===== config.mk =====
export PLATFORM = sky130hd
export DESIGN_NAME = regfile_write_arbiter
export DESIGN_NICKNAME = d
export VERILOG_FILES = /design/src/rtl/regfile_write_arbiter.sv
export SDC_FILE = /design/constraint.sdc
export NUM_CORES = 1
export LEC_CHECK = 0
export BUFFER_PORTS_ARGS = -buffer_cell sky130_fd_sc_hd__buf_2
export CORE_MARGIN = 3
export CORE_UTILIZATION = 40
export DETAILED_ROUTE_END_ITERATION = 7
export PLACE_DENSITY = 0.67
export REMOVE_ABC_BUFFERS = 1
export SLEW_MARGIN = 20
export SYNTH_ARGS = -nofsm -noshare
export SYNTH_HDL_FRONTEND = slang
export SYNTH_SLANG_ARGS = --single-unit

===== constraint.sdc =====
create_clock -name clk -period 2.9 [get_ports clk]
set_clock_uncertainty 0.2 [all_clocks]
set_input_delay 0.29 -clock clk [delete_from_list [all_inputs] [get_ports clk]]
set_output_delay 0.29 -clock clk [all_outputs]
set_load 0.005 [all_outputs]

===== src/rtl/regfile_write_arbiter.sv =====
// Purpose: shares the register file's single write port between the ALU (A)
//          and load (B) writeback paths, and tracks in-flight writes for decode.
// Latency: request accepted at edge N appears on write_* after edge N; the
//          register file commits it at edge N+1. One grant per cycle; B is
//          favoured, but A wins once it has been refused MAX_WAIT times in a row.
// Ports:   clk/reset; a_* and b_* valid/ready writeback requesters;
//          reserve_* decode claims; query_a1/a2 -> busy1/busy2 hazard lookup;
//          write_enable/write_index3/write_data3 to register_file; starve_count.
module regfile_write_arbiter #(
  parameter int MAX_WAIT = 4,
  parameter int CNT_W    = 4
) (
  input  logic             clk,
  input  logic             reset,
  input  logic             a_valid,
  input  logic [4:0]       a_index,
  input  logic [31:0]      a_data,
  output logic             a_ready,
  input  logic             b_valid,
  input  logic [4:0]       b_index,
  input  logic [31:0]      b_data,
  output logic             b_ready,
  input  logic             reserve_valid,
  input  logic [4:0]       reserve_index,
  input  logic [4:0]       query_a1,
  input  logic [4:0]       query_a2,
  output logic             busy1,
  output logic             busy2,
  output logic             write_enable,
  output logic [4:0]       write_index3,
  output logic [31:0]      write_data3,
  output logic [CNT_W-1:0] starve_count
);

  logic        grant_a;
  logic        grant_b;
  logic        starved;
  logic        xfer;
  logic [4:0]  sel_index;
  logic [31:0] sel_data;
  logic [31:0] pending;
  logic [31:0] pending_nxt;

  // A may only beat a simultaneous B request once it has waited long enough.
  assign starved = (starve_count >= CNT_W'(MAX_WAIT));

  always_comb begin
    grant_a = 1'b0;
    grant_b = 1'b0;
    if (!reset) begin
      grant_a = a_valid && (!b_valid || starved);
      grant_b = b_valid && !grant_a;
    end
  end

  assign a_ready = grant_a;
  assign b_ready = grant_b;

  // Ready already implies valid, so any grant is a transfer.
  assign xfer      = grant_a || grant_b;
  assign sel_index = grant_a ? a_index : b_index;
  assign sel_data  = grant_a ? a_data  : b_data;

  // Starvation counter: counts consecutive refused cycles of a valid A.
  always_ff @(posedge clk or posedge reset) begin
    if (reset) begin
      starve_count <= '0;
    end else if (!a_valid || grant_a) begin
      starve_count <= '0;
    end else if (starve_count != {CNT_W{1'b1}}) begin
      starve_count <= starve_count + 1'b1;
    end
  end

  // Output register. Index-0 writes are accepted but dropped here by
  // leaving write_enable low; index/data still load so the port is coherent.
  always_ff @(posedge clk or posedge reset) begin
    if (reset) begin
      write_enable <= 1'b0;
      write_index3 <= '0;
      write_data3  <= '0;
    end else if (xfer) begin
      write_enable <= (sel_index != 5'd0);
      write_index3 <= sel_index;
      write_data3  <= sel_data;
    end else begin
      write_enable <= 1'b0;
    end
  end

  // Scoreboard update: the clear of the committing write is applied first so
  // that a reservation of the same register on the same edge survives; the
  // newer claim is still outstanding.
  always_comb begin
    pending_nxt = pending;
    if (write_enable) begin
      pending_nxt[write_index3] = 1'b0;
    end
    if (reserve_valid && (reserve_index != 5'd0)) begin
      pending_nxt[reserve_index] = 1'b1;
    end
    pending_nxt[0] = 1'b0;
  end

  always_ff @(posedge clk or posedge reset) begin
    if (reset) begin
      pending <= '0;
    end else begin
      pending <= pending_nxt;
    end
  end

  assign busy1 = pending[query_a1];
  assign busy2 = pending[query_a2];

endmodule


; ---- Yosys cells after proc, flatten, opt, wreduce, memory -nomap -nowiden
; Cells that the tools add are included.
[word_totals]
reg_bits = 73
latchBits = 0
ram_bits = 0
romBits = 0
input_bits = 94
out_inout_bits = 46
wordCells = 48
n_memories = 0
[classes]
addsub = 1
multipliers = 0
n_div = 0
n_lt_le_gt_ge = 7
eq_ne = 1
n_shift = 0
mux = 17
n_bitwise = 3
n_reduce_logical = 14
[op_table]
columns = cell, n
row1 = $mux 32, 3
row2 = $and 32x32->32, 1
row3 = $not 32->32, 1
row4 = $or 32x32->32, 1
row5 = $lt 5x6->1 const B, 4
row6 = $bmux 1 s5, 2
row7 = $demux 1 s5, 2
row8 = $ge 5x1->1 const B, 2
row9 = $reduce_bool 5->1, 2
row10 = $mux 4, 2
row11 = $mux 1, 7
row12 = $logic_and 1x1->1, 5
row13 = $mux 5, 1
row14 = $add 4x1->4 const B, 1
row15 = $ge 4x3->1 const B, 1
row16 = $ne 4x4->1 const B, 1
row17 = $logic_not 1->1, 3
row18 = $logic_or 1x1->1, 3
row19 = $reduce_bool 2->1, 1

; ---- Depth between registers and ports, before layout
; Gate-level depths: netlist of the first run.
[depth]
depth_word = 9
depth_mapped = 7
depth_no_buf = 5

; ---- Least setup slack after synthesis of the first run
; OpenSTA, ideal clock, no wires.
[synth_path]
path_kind = input to output
startpoint = input query_a1[0]
endpoint = output busy1
arrival_time_ps = 1296
required_ps = 2410
slack_ps = 1114
stages = 5
path_buffers = 1
cell_sequence = buf_2 > mux4_2 > nand2b_1 > o211ai_1 > nand4_1
[synth_via]
elab_chain_len = 2
[synth_rtl]
columns = item, line_no
row1 = start: declaration, 25  ; input logic [4:0] query_a1,
row2 = $bmux 1 s5, 113  ; assign busy1 = pending[query_a1];
row3 = $mux 1 (implied by the code), 113
row4 = end: declaration, 27  ; output logic busy1,
; No other way between the ends. The select of a mux whose other input is x is not followed.

; ---- Worst setup path in the final report of the first run
[layout_path]
startpoint = register starve_count[2]
endpoint = register write_data3[26]
[layout_via]
elab_chain_len = 7
word_cells_on_any_way = 9
cone_classes = order compare (1) / mux (3) / reduce/logical (5)
[layout_rtl]
columns = item, line_no
row1 = start: declaration, 32  ; output logic [CNT_W-1:0] starve_count
row2 = start signal: assignment, 71  ; starve_count <= starve_count + 1'b1;
row3 = $ge 4x3->1 *, 45  ; assign starved = (starve_count >= CNT_W'(MAX_WAIT));
row4 = $logic_or 1x1->1 *, 51  ; grant_a = a_valid && (!b_valid || starved);
row5 = $logic_and 1x1->1 *, 51
row6 = $logic_not 1->1, 52  ; grant_b = b_valid && !grant_a;
row7 = $logic_and 1x1->1, 52
row8 = $mux 1, 50  ; if (!reset) begin
row9 = $logic_or 1x1->1, 60  ; assign xfer = grant_a || grant_b;
row10 = end signal: assignment, 85  ; write_data3 <= sel_data;
row11 = end: declaration, 31  ; output logic [31:0] write_data3,
; Mark *: on every way between the ends. The rest lies on a longest branch, timed or not.
; A chain may end at the register's enable or synchronous reset.

==> results by group, run 1 <==
Run status
  • Status: complete, no violations

Clock network
  • Post-CTS Setup Bufs: 0
  • Worst skew pair latency: 0.34 ns
  • Total CTS buffers: 9
  • Clock sink count: between 70 and 80
  • TritonCTS clock tree: yes
  • Root Buffer Master: clkbuf_8
  • Clock H-tree levels: 3
  • CTS Hold Buffers Added: 44
  • Post-CTS Resized: 0
  • Clock Tree Buf Depth: 2
  • Clk slew on worst S/H paths: 0.08 ns

Logic synthesis
  • Synth Flop Type: dfrtp_1
  • Commonest cells in the netlist: o21ai_0, dfrtp_1, mux2i_1
  • Area contributors post-synth: dfrtp_1, mux2i_1, o21ai_0
  • Syn Std Cell Area: about 3800 µm²
  • Yosys top cell by area: dfrtp_1
  • Async SR Flop Fraction: 100%
  • Synth unique cells: 36
  • Syn avg cell area: 9.84 µm²
  • Most common cell in the netlist: o21ai_0
  • Area share of the largest cell type after synthesis: 47.7%
  • Post-synth EDFFs: 0
  • Synth Instances: 389
  • Sequential-to-total area share from yosys stat: 47.7%
  • Syn. warnings: 0
  • Yosys reg bits: 73

Run
  • Max cap viols: 0

Drt
  • Iter 0 DRT Violations: 320
  • # DRC: 0
  • Pre-antenna DRT Iters: 5
  • Total wire length: 12000 µm
  • Wire length per cell: 17.3 µm
  • Vias/cell: 5.46
  • Routed Antenna Nets: 0
  • Vias: 3813

Worst setup path
  • Critical path arrival: about 2.7 ns
  • Slowest stage cell on the critical path: dlygate4sd3_1
  • Most common cell type on the critical path: nor2_1
  • Critical Path End Type: flop
  • Crit path required time: 2.93 ns
  • CP Max Fanout: 27
  • CP max stage delay: between 0.5 and 0.6 ns
  • Critical path class: reg -> reg
  • CP Cell Sequence: nor2_1 -> a211o_1 -> inv_2 -> o32ai_1 -> nor2_1 -> dlygate4sd3_1
  • CP startpoint kind: flop

Timing
  • Max frequency: 379 MHz
  • Max-slew violation count: 0
  • Slew HR: between 60% and 70%
  • RSZ-0062 raised after global routing: false
  • Final number of setup-violating endpoints: 0
  • Fin. Hold Viols: 0
  • Min cycle time layout: 2.64 ns
  • Slew @ Worst Pin: 0.577 ns
  • Final period util: 91.0%
  • TNS Setup: 0 ns
  • Min Hold Slack: 0.0134 ns

Power
  • Switching power: between 1 and 1.5 mW
  • Total power draw: about 3.3 mW
  • Net Sw Frac: roughly a third
  • Leakage: 2.30 nW
  • Comb pwr share: 26.3%
  • Clock power share: 26.6%
  • Flop pwr share: about 47%
  • Pwr dens: 631 nW/µm²
  • Maximum vdd drop: between 0.3 and 0.4 mV
  • P_int: 2.27 mW

Finish
  • Nets: 660
  • Fill cell count: 810
  • Final Cell Area: 5260 µm²
  • Post-layout utilization of the core: 56.6%
  • Layout cell share with drive strength beyond 1: 30.1%
  • Ant. Diodes: 0
  • Syn-to-layout area delta: 37.4%

Hold path
  • Hold Crit Class: in -> reg

GRT
  • Final global-route overflow total: 0
  • Vias in the first global route: 3921
  • Top Usage Layer GRT: met2
  • Met2 Track Usage GR: 36.4%
  • First-pass GRT wire length: 19600 µm
  • Met3 Usage GRT: between 5 and 6%
  • Met1 Use GR: between 20% and 30%
  • Initial antenna violation count: 0
  • GRT Util Overall: between 20% and 30%
  • Largest net degree at the start of global routing: 50

Floorplanning
  • Starting Density: 41.2%
  • Die area: 10800 µm²
  • Core ar.: 9280 µm²
  • Ports: 140
  • Die Wd: 104 µm
  • FP Rows: 35
  • Die Y: 104 µm

Placed design
  • Placed Area: 4600 µm²
  • Hpwl dp: roughly 8100 µm
  • Port Buffers: between 100 and 150
  • Final GP Congestion: 0.849
==> worst max-delay path, delay by kind of cell (launching register included) <==
kind                   cells  cell delay [ns]
buffers and inverters      2             0.86
AOI/OAI and AO/OA          2             0.78
DFF                        1             0.44
and+or+nand+nor            2             0.24
==> worst paths after layout <==
kind                                       from         endpoint  slack (ns)  cells past startpoint
max in group asynchronous                 reset      pending[20]        1.47                      4
worst max-delay path            starve_count[2]  write_data3[26]        0.26                      6
worst min register to register      pending[18]      pending[18]        0.35                      2
worst max register to register  starve_count[2]  write_data3[26]        0.26                      6
min in group asynchronous                 reset  starve_count[3]        0.38                      3
worst min-delay path                 b_data[18]  write_data3[18]        0.01                      3
==> sequential cells by signal, indices dropped and copies added, names as in the netlist <==
name / count
pending: 31
starve_count: 4
write_data3: 32
write_enable: 1
write_index3: 5
==> cells in the final DEF (no fill, tap or decap), types with 2 or more instances in the layout <==
| cell type | count |
|---|---|
| a211oi_1 | 2 |
| a22oi_1 | 4 |
| a21oi_1 | 6 |
| o211ai_1 | 2 |
| nor2_1 | 32 |
| mux2i_1 | 46 |
| or3b_2 | 4 |
| inv_1 | 4 |
| clkinvlp_4 | 2 |
| nand4_1 | 2 |
| or4_1 | 2 |
| mux4_2 | 6 |
| o21ai_1 | 6 |
| clkbuf_8 | 10 |
| dlygate4sd3_1 | 44 |
| buf_4 | 3 |
| nor2b_1 | 4 |
| nand3_1 | 14 |
| nor3_1 | 2 |
| inv_2 | 2 |
| bufinv_16 | 2 |
| or3_1 | 2 |
| dfrtp_1 | 73 |
| nand3b_1 | 10 |
| buf_2 | 139 |
| nand2_1 | 34 |
| o21ai_0 | 87 |
| o32ai_1 | 10 |
| o2111ai_1 | 2 |
| nand2b_1 | 4 |
==> per-stage QoR <==
stage          setup WS (ns)  std cells
6_report               0.262        698
5_1_grt               0.0901        698
4_1_cts                0.365        698
3_5_place_dp           0.625        639
3_3_place_gp           0.720        639
2_1_floorplan          -1.24        367
==> cell families (layout without fill, tap and decap cells) <==
group	count (synthesis)	in the layout	share of synthesized area (%)
AOI/OAI and AO/OA	121	121	17.7
xor gates and xnor gates	1	1	0.229
muxes	52	52	15.6
buffers and inverters	28	208	4.09
and+or+nand+nor	113	113	14.4
DFF	73	73	47.7
adders and majority gates	1	1	0.327
==> power groups by stage <==
stage / clock network (mW) / logic [mW] / registers, mW
after floorplan: 0 / 0.489 / 1.48
final: 0.882 / 0.871 / 1.56
after detailed placement: 0 / 0.800 / 1.57
after global placement: 0 / 0.777 / 1.55
after global routing: 0.932 / 0.970 / 1.59
after CTS: 0.892 / 0.861 / 1.55
==> metal layers <==
metal	up-vias	part of all wire [%]
li1	1773	-
met1	1848	41
met2	167	49
met3	25	7.3
met4	0	2.1
met5	-	0
==> cell type report <==
cell class                 count  area (µm²)  share of cell area (%)
tap                          129         161                    3.07
sequential                    73        1830                    34.7
multi-input combinational    288        1850                    35.2
clock inverter                 5        80.1                    1.52
inverter                       6        22.5                   0.428
timing repair buffer         187        1180                    22.4
clock buffer                  10         138                    2.62
Note: power is estimated with default switching activity, not from simulation.
==> run 2: changes to the inputs <==
--- a/config.mk
+++ b/config.mk
@@ -5,11 +5,12 @@
 export SDC_FILE = /design/constraint.sdc
 export NUM_CORES = 1
 export LEC_CHECK = 0
+export ABC_AREA = 1
 export BUFFER_PORTS_ARGS = -buffer_cell sky130_fd_sc_hd__buf_2
 export CORE_MARGIN = 3
-export CORE_UTILIZATION = 40
+export CORE_UTILIZATION = 51
 export DETAILED_ROUTE_END_ITERATION = 7
-export PLACE_DENSITY = 0.67
+export PLACE_DENSITY = 0.81
 export REMOVE_ABC_BUFFERS = 1
 export SLEW_MARGIN = 20
 export SYNTH_ARGS = -nofsm -noshare
==> results by group, run 2 <==
Run status
  • Status: complete, no violations

GRT
  • Vias in the first global route: 4300
  • GRT Util Overall: 29.1%
  • Final global-route overflow total: 0
  • Largest net degree at the start of global routing: 64
  • First-pass GRT wire length: just over 20000 µm
  • Initial antenna violation count: 0

Power
  • Leakage: 2.65 nW
  • Pwr dens: roughly 640 nW/µm²
  • Maximum vdd drop: around 0.4 mV
  • Comb pwr share: 27.3%
  • Clock power share: between 20% and 30%
  • P_int: 2.17 mW
  • Net Sw Frac: between 30% and 40%
  • Switching power: 1.15 mW
  • Flop pwr share: between 40% and 50%
  • Total power draw: 3.31 mW

Drt
  • Vias/cell: 5.61
  • Wire length per cell: 16.4 µm
  • Total wire length: ~13000 µm
  • Iter 0 DRT Violations: approximately 340
  • Routed Antenna Nets: 0
  • Pre-antenna DRT Iters: 6
  • # DRC: 0
  • Vias: between 4000 and 5000

Worst setup path
  • Worst reg2reg path endpoint: write_data3[29]
  • R2r setup slk: 0.87 ns
  • Critical Path Start: reset
  • Critical path class: in -> out
  • Crit path required time: 2.41 ns
  • Worst setup path end: b_ready
  • Critical Path End Type: primary output
  • R2R Path Start: starve_count[2]
  • CP Max Fanout: 23
  • Critical path arrival: 2.08 ns
  • CP startpoint kind: input port
  • R2R depth: 6

Logic synthesis
  • Yosys top cell by area: dfrtp_1
  • Post-synth EDFFs: 0
  • Synth Flop Type: dfrtp_1
  • Area share of the largest cell type after synthesis: 44.8%
  • Syn Std Cell Area: 4080 µm²
  • Area contributors post-synth: dfrtp_1, nand2_1, o21ai_0
  • Yosys reg bits: 73
  • Sequential-to-total area share from yosys stat: 44.8%
  • Most common cell in the netlist: nand2_1
  • Synth unique cells: 28
  • Async SR Flop Fraction: 100%
  • Syn. warnings: 0
  • Synth Instances: 517
  • Commonest cells in the netlist: nand2_1, o21ai_0, nand3_1
  • Syn avg cell area: 7.88 µm²

Finish
  • Syn-to-layout area delta: 27.6%
  • Layout cell share with drive strength beyond 1: 28.2%
  • Reg with most FFs: write_data3
  • Fill cell count: around 550
  • Nets: about 760
  • Max FFs per register: 32
  • Biggest regs: write_data3: 32 flops, pending: 31 flops, write_index3: 5 flops
  • Commonest non-fill, non-tap cell in the layout: buf_2
  • Ant. Diodes: 0
  • Commonest cells after routing, fill and taps aside: buf_2, nand2_1, o21ai_0

Clock network
  • Post-CTS Resized: 0
  • Worst skew pair latency: 0.35 ns
  • Clock Tree Buf Depth: 2
  • Clock H-tree levels: 3
  • Post-CTS Setup Bufs: 0
  • Root Buffer Master: clkbuf_8
  • CTS Hold Buffers Added: 19
  • Clock sink count: 73
  • TritonCTS clock tree: yes
  • Total CTS buffers: 9
  • Clk slew on worst S/H paths: 0.07 ns

Placed design
  • Place WS: between 0.8 and 0.9 ns
  • Final GP Congestion: between 0.9 and 1
  • Hpwl dp: 8950 µm
  • Port Buffers: 139

Timing
  • Slew @ Worst Pin: 0.772 ns
  • Max-slew violation count: 0
  • Min cycle time layout: ~2.6 ns
  • Setup ws final: 0.325 ns
  • RSZ-0062 raised after global routing: false
  • Fin. Hold Viols: 0
  • TNS Setup: 0 ns
  • Max frequency: ~390 MHz
  • Slew HR: 48.5%
  • Final number of setup-violating endpoints: 0
  • Final period util: 88.8%

Run
  • Max cap viols: 0

Hold path
  • Hold Crit Class: in -> reg

Floorplanning
  • Die area: around 9100 µm²
  • Ports: 140
  • Core ar.: 7490 µm²
  • Die Y: 95.4 µm
  • Starting Density: 54.5%
  • Die Wd: 95.4 µm
  • FP Rows: 31
run 2: cell count changes in the layout (fill, tap and decap cells not counted), moves of 6 or more:
cell / before / now
nand3b_1: 10 / 2
mux2i_1: 46 / 0
a21oi_1: 6 / 12
o22ai_1: 0 / 10
dlygate4sd3_1: 44 / 20
mux4_2: 6 / 0
a22oi_2: 0 / 20
nor2_1: 32 / 8
o32ai_1: 10 / 0
nand3_1: 14 / 74
inv_1: 4 / 64
nand2_1: 34 / 124
run 2: layout make-up:
cell class / count / area (µm²) / area share [%]
Clock buffer: 9 / 124 / 2.38
Multi-Input combinational cell: 354 / 1840 / 35.5
Timing Repair Buffer: 162 / 918 / 17.7
Clock inverter: 7 / 101 / 1.95
Tap cell: 99 / 124 / 2.38
Inverter: 69 / 262 / 5.03
Sequential cell: 73 / 1830 / 35.1
run 2: cell families after synthesis:
logic type      count (synthesis)  synth area share [%]
flops                          73                  44.8
xor+xnor                        1                 0.215
simple gates                  216                  23.5
fa+ha+maj                       1                 0.307
compound gates                136                  21.2
buf+inv                        90                  9.94
run 2: power by group through the flow:
stage	clock, mW	sequential [mW]	combinational, mW
after floorplan	0	1.46	0.539
after CTS	0.902	1.51	0.888
final	0.890	1.52	0.904
after global routing	0.951	1.55	1.03
after detailed placement	0	1.53	0.862
after global placement	0	1.52	0.824
run 2: per-stage QoR:
step | std cells | utilization (%) | area, µm² | hold slack, ns
finish | 773 | 69.5 | 5200 | 0.00809
floorplan | 496 | - | 3930 | 0.235
CTS | 772 | 69.3 | 5190 | 0.00559
detailed placement | 737 | 63.8 | 4770 | 0.0781
global placement | 737 | 63.8 | 4770 | 0.0729
global route | 773 | 69.5 | 5200 | 0.00377
run 2: worst min-delay path by stage:
stage	cells after the start	startpoint	slack [ns]	endpoint
6_report	3	a_data[0]	0.008	write_data3[0]
3_3_place_gp	2	reset	0.07	write_data3[31]
4_1_cts	3	a_data[29]	0.006	write_data3[29]
2_1_floorplan	2	a_data[29]	0.23	write_data3[29]
5_1_grt	3	a_data[13]	0.004	write_data3[13]
3_5_place_dp	2	reset	0.08	write_data3[31]
run 2: critical path, cell delays in order:
cell and delay, ns:
dlygate4sd3_1 0.53, buf_2 0.13, inv_2 0.26, nand2_1 0.08
buf_4 0.21, inv_2 0.12, nand2_1 0.23, inv_1 0.10
buf_2 0.11
run 2: per-layer routing:
layer	wire length [µm]	share of wire (%)	vias up	track usage, %
met1	4840	38	2019	35.4
met2	6260	50	244	50.0
met3	1100	8.7	38	6.47
met5	0	0	-	0
met4	442	3.5	0	11.5
li1	-	-	2036	-
==> run 3: changes to the inputs <==
--- a/config.mk
+++ b/config.mk
@@ -5,10 +5,9 @@
 export SDC_FILE = /design/constraint.sdc
 export NUM_CORES = 1
 export LEC_CHECK = 0
-export ABC_AREA = 1
 export BUFFER_PORTS_ARGS = -buffer_cell sky130_fd_sc_hd__buf_2
 export CORE_MARGIN = 3
-export CORE_UTILIZATION = 51
+export CORE_UTILIZATION = 50
 export DETAILED_ROUTE_END_ITERATION = 7
 export PLACE_DENSITY = 0.81
 export REMOVE_ABC_BUFFERS = 1
==> results by group, run 3 (same netlist as run 1, synthesis figures left out) <==
Run status
  • Status: complete, no violations

GRT
  • Final global-route overflow total: 0
  • Initial antenna violation count: 0
  • GRT Util Overall: 31.2%
  • First-pass GRT wire length: 21200 µm
  • Largest net degree at the start of global routing: 45
  • Vias in the first global route: 4282

Finish
  • Ant. Diodes: 0
  • Syn-to-layout area delta: 35.8%
  • Fill cell count: 493
  • Final non-filler cell total: 667
  • Nets: around 660
  • Max FFs per register: 32
  • Reg with most FFs: write_data3
  • Commonest cells after routing, fill and taps aside: buf_2, o21ai_0, dfrtp_1
  • Commonest non-fill, non-tap cell in the layout: buf_2
  • Biggest regs: write_data3: 32 flops, pending: 31 flops, write_index3: 5 flops
  • Post-layout utilization of the core: a little under three quarters
  • Layout cell share with drive strength beyond 1: 30.5%

Worst setup path
  • R2r setup slk: 0.16 ns
  • Worst setup path end: write_data3[18]
  • Worst reg2reg path endpoint: write_data3[18]
  • Critical path arrival: 2.76 ns
  • Critical Path End Type: flop
  • CP Max Fanout: 42
  • Slowest stage cell on the critical path: dlygate4sd3_1
  • Critical path class: reg -> reg
  • Critical Path Start: starve_count[2]
  • Most common cell type on the critical path: nor2_1
  • CP startpoint kind: flop
  • CP Cell Sequence: nor2_1 -> a211o_1 -> inv_4 -> o32ai_1 -> nor2_1 -> dlygate4sd3_1
  • Crit path required time: about 2.9 ns
  • R2R Path Start: starve_count[2]
  • R2R depth: 6
  • CP max stage delay: 0.58 ns

Clock network
  • Clock H-tree levels: 3
  • Total CTS buffers: 9
  • Clock Tree Buf Depth: 2
  • Root Buffer Master: clkbuf_8
  • Clock sink count: 73
  • TritonCTS clock tree: yes
  • Worst skew pair latency: 0.35 ns
  • Clk slew on worst S/H paths: 0.07 ns

Placed design
  • Port Buffers: 139
  • Final GP Congestion: between 0.8 and 0.9
  • Hpwl dp: 8140 µm
  • Placed instance count: 610
  • Place WS: 0.687 ns

Floorplanning
  • Die Wd: 93.5 µm
  • Starting Density: 52.2%
  • Die Y: 93.5 µm
  • Die area: 8740 µm²
  • FP Rows: 31
  • Ports: 140
  • Core ar.: 7330 µm²

Power
  • Clock power share: roughly a quarter
  • Leakage: 2.30 nW
  • Switching power: 1.07 mW
  • P_int: 2.22 mW
  • Maximum vdd drop: 0.511 mV
  • Net Sw Frac: 32.4%
  • Pwr dens: 633 nW/µm²
  • Comb pwr share: about 27%
  • Flop pwr share: 46.8%

Timing
  • Final number of setup-violating endpoints: 0
  • Setup ws final: 0.162 ns
  • TNS Setup: 0 ns
  • Max-slew violation count: 0
  • Slew @ Worst Pin: 0.664 ns
  • RSZ-0062 raised after global routing: false
  • Min Hold Slack: 0.0233 ns
  • Max frequency: 365 MHz
  • Slew HR: 55.7%
  • Final period util: ~94%
  • Fin. Hold Viols: 0
  • Min cycle time layout: around 2.7 ns

Drt
  • Vias/cell: roughly 6
  • Total wire length: 13200 µm
  • Pre-antenna DRT Iters: 7
  • Vias: 4061
  • Routed Antenna Nets: 0
  • # DRC: 0
  • Wire length per cell: 19.8 µm
  • Iter 0 DRT Violations: 310

Run
  • Max cap viols: 0

Hold path
  • Hold Crit Class: in -> reg
## run 3: how the worst min path moves through the flow
stage | from | endpoint | slack, ns | depth (start not counted)
CTS | b_data[3] | write_data3[3] | 0.0008 | 3
global placement | reset | write_data3[26] | 0.25 | 2
floorplan | a_data[10] | write_data3[10] | 0.21 | 2
global route | b_data[3] | write_data3[3] | 0.02 | 3
finish | b_data[3] | write_data3[3] | 0.02 | 3
detailed placement | reset | write_data3[3] | 0.26 | 2
## run 3: layer usage
layer / global-route usage, % / share of wire, % / vias up
li1: - / - / 1765
met1: 36.9 / 38 / 1994
met2: 53.1 / 49 / 256
met3: 6.52 / 8.9 / 46
met4: 16.4 / 4.2 / 0
met5: 0 / 0 / -
## run 3: power groups by stage
| stage | sequential [mW] | combinational, mW | clock [mW] |
|---|---|---|---|
| after floorplan | 1.48 | 0.489 | 0 |
| after global placement | 1.53 | 0.780 | 0 |
| after detailed placement | 1.54 | 0.814 | 0 |
| after CTS | 1.52 | 0.868 | 0.861 |
| after global routing | 1.57 | 0.996 | 0.895 |
| final | 1.54 | 0.903 | 0.848 |
## run 3: repair_timing
item                       4_1_cts  5_1_grt
hold buffers                    41        0
gates resized for setup          0        2
setup endpoints to repair        0        2
buffers inserted                 0        0
hold endpoints to repair        65        0
## run 3: layout make-up
class	count	area [µm²]	share of cell area (%)
clock buffers	12	165	3.18
clock inverters	4	50.0	0.963
inverters	6	25.0	0.481
multi-input cells	288	1850	35.6
flip-flops and latches	73	1830	35.1
well taps	99	124	2.38
repair buffers	185	1160	22.2
## run 3: through the flow
step	total power, mW	instance area [µm²]
after floorplan	1.97	3690
after global placement	2.31	4570
after detailed placement	2.36	4570
after CTS	3.25	5190
after global routing	3.46	5200
final	3.29	5200
## run 3: critical path: cells and delay by family, from the launching register on
family	cells	cell delay (ns)
flip-flops	1	0.44
buffers and inverters	2	0.85
AND/OR/NAND/NOR	2	0.26
AO/OA/AOI/OAI	2	0.85
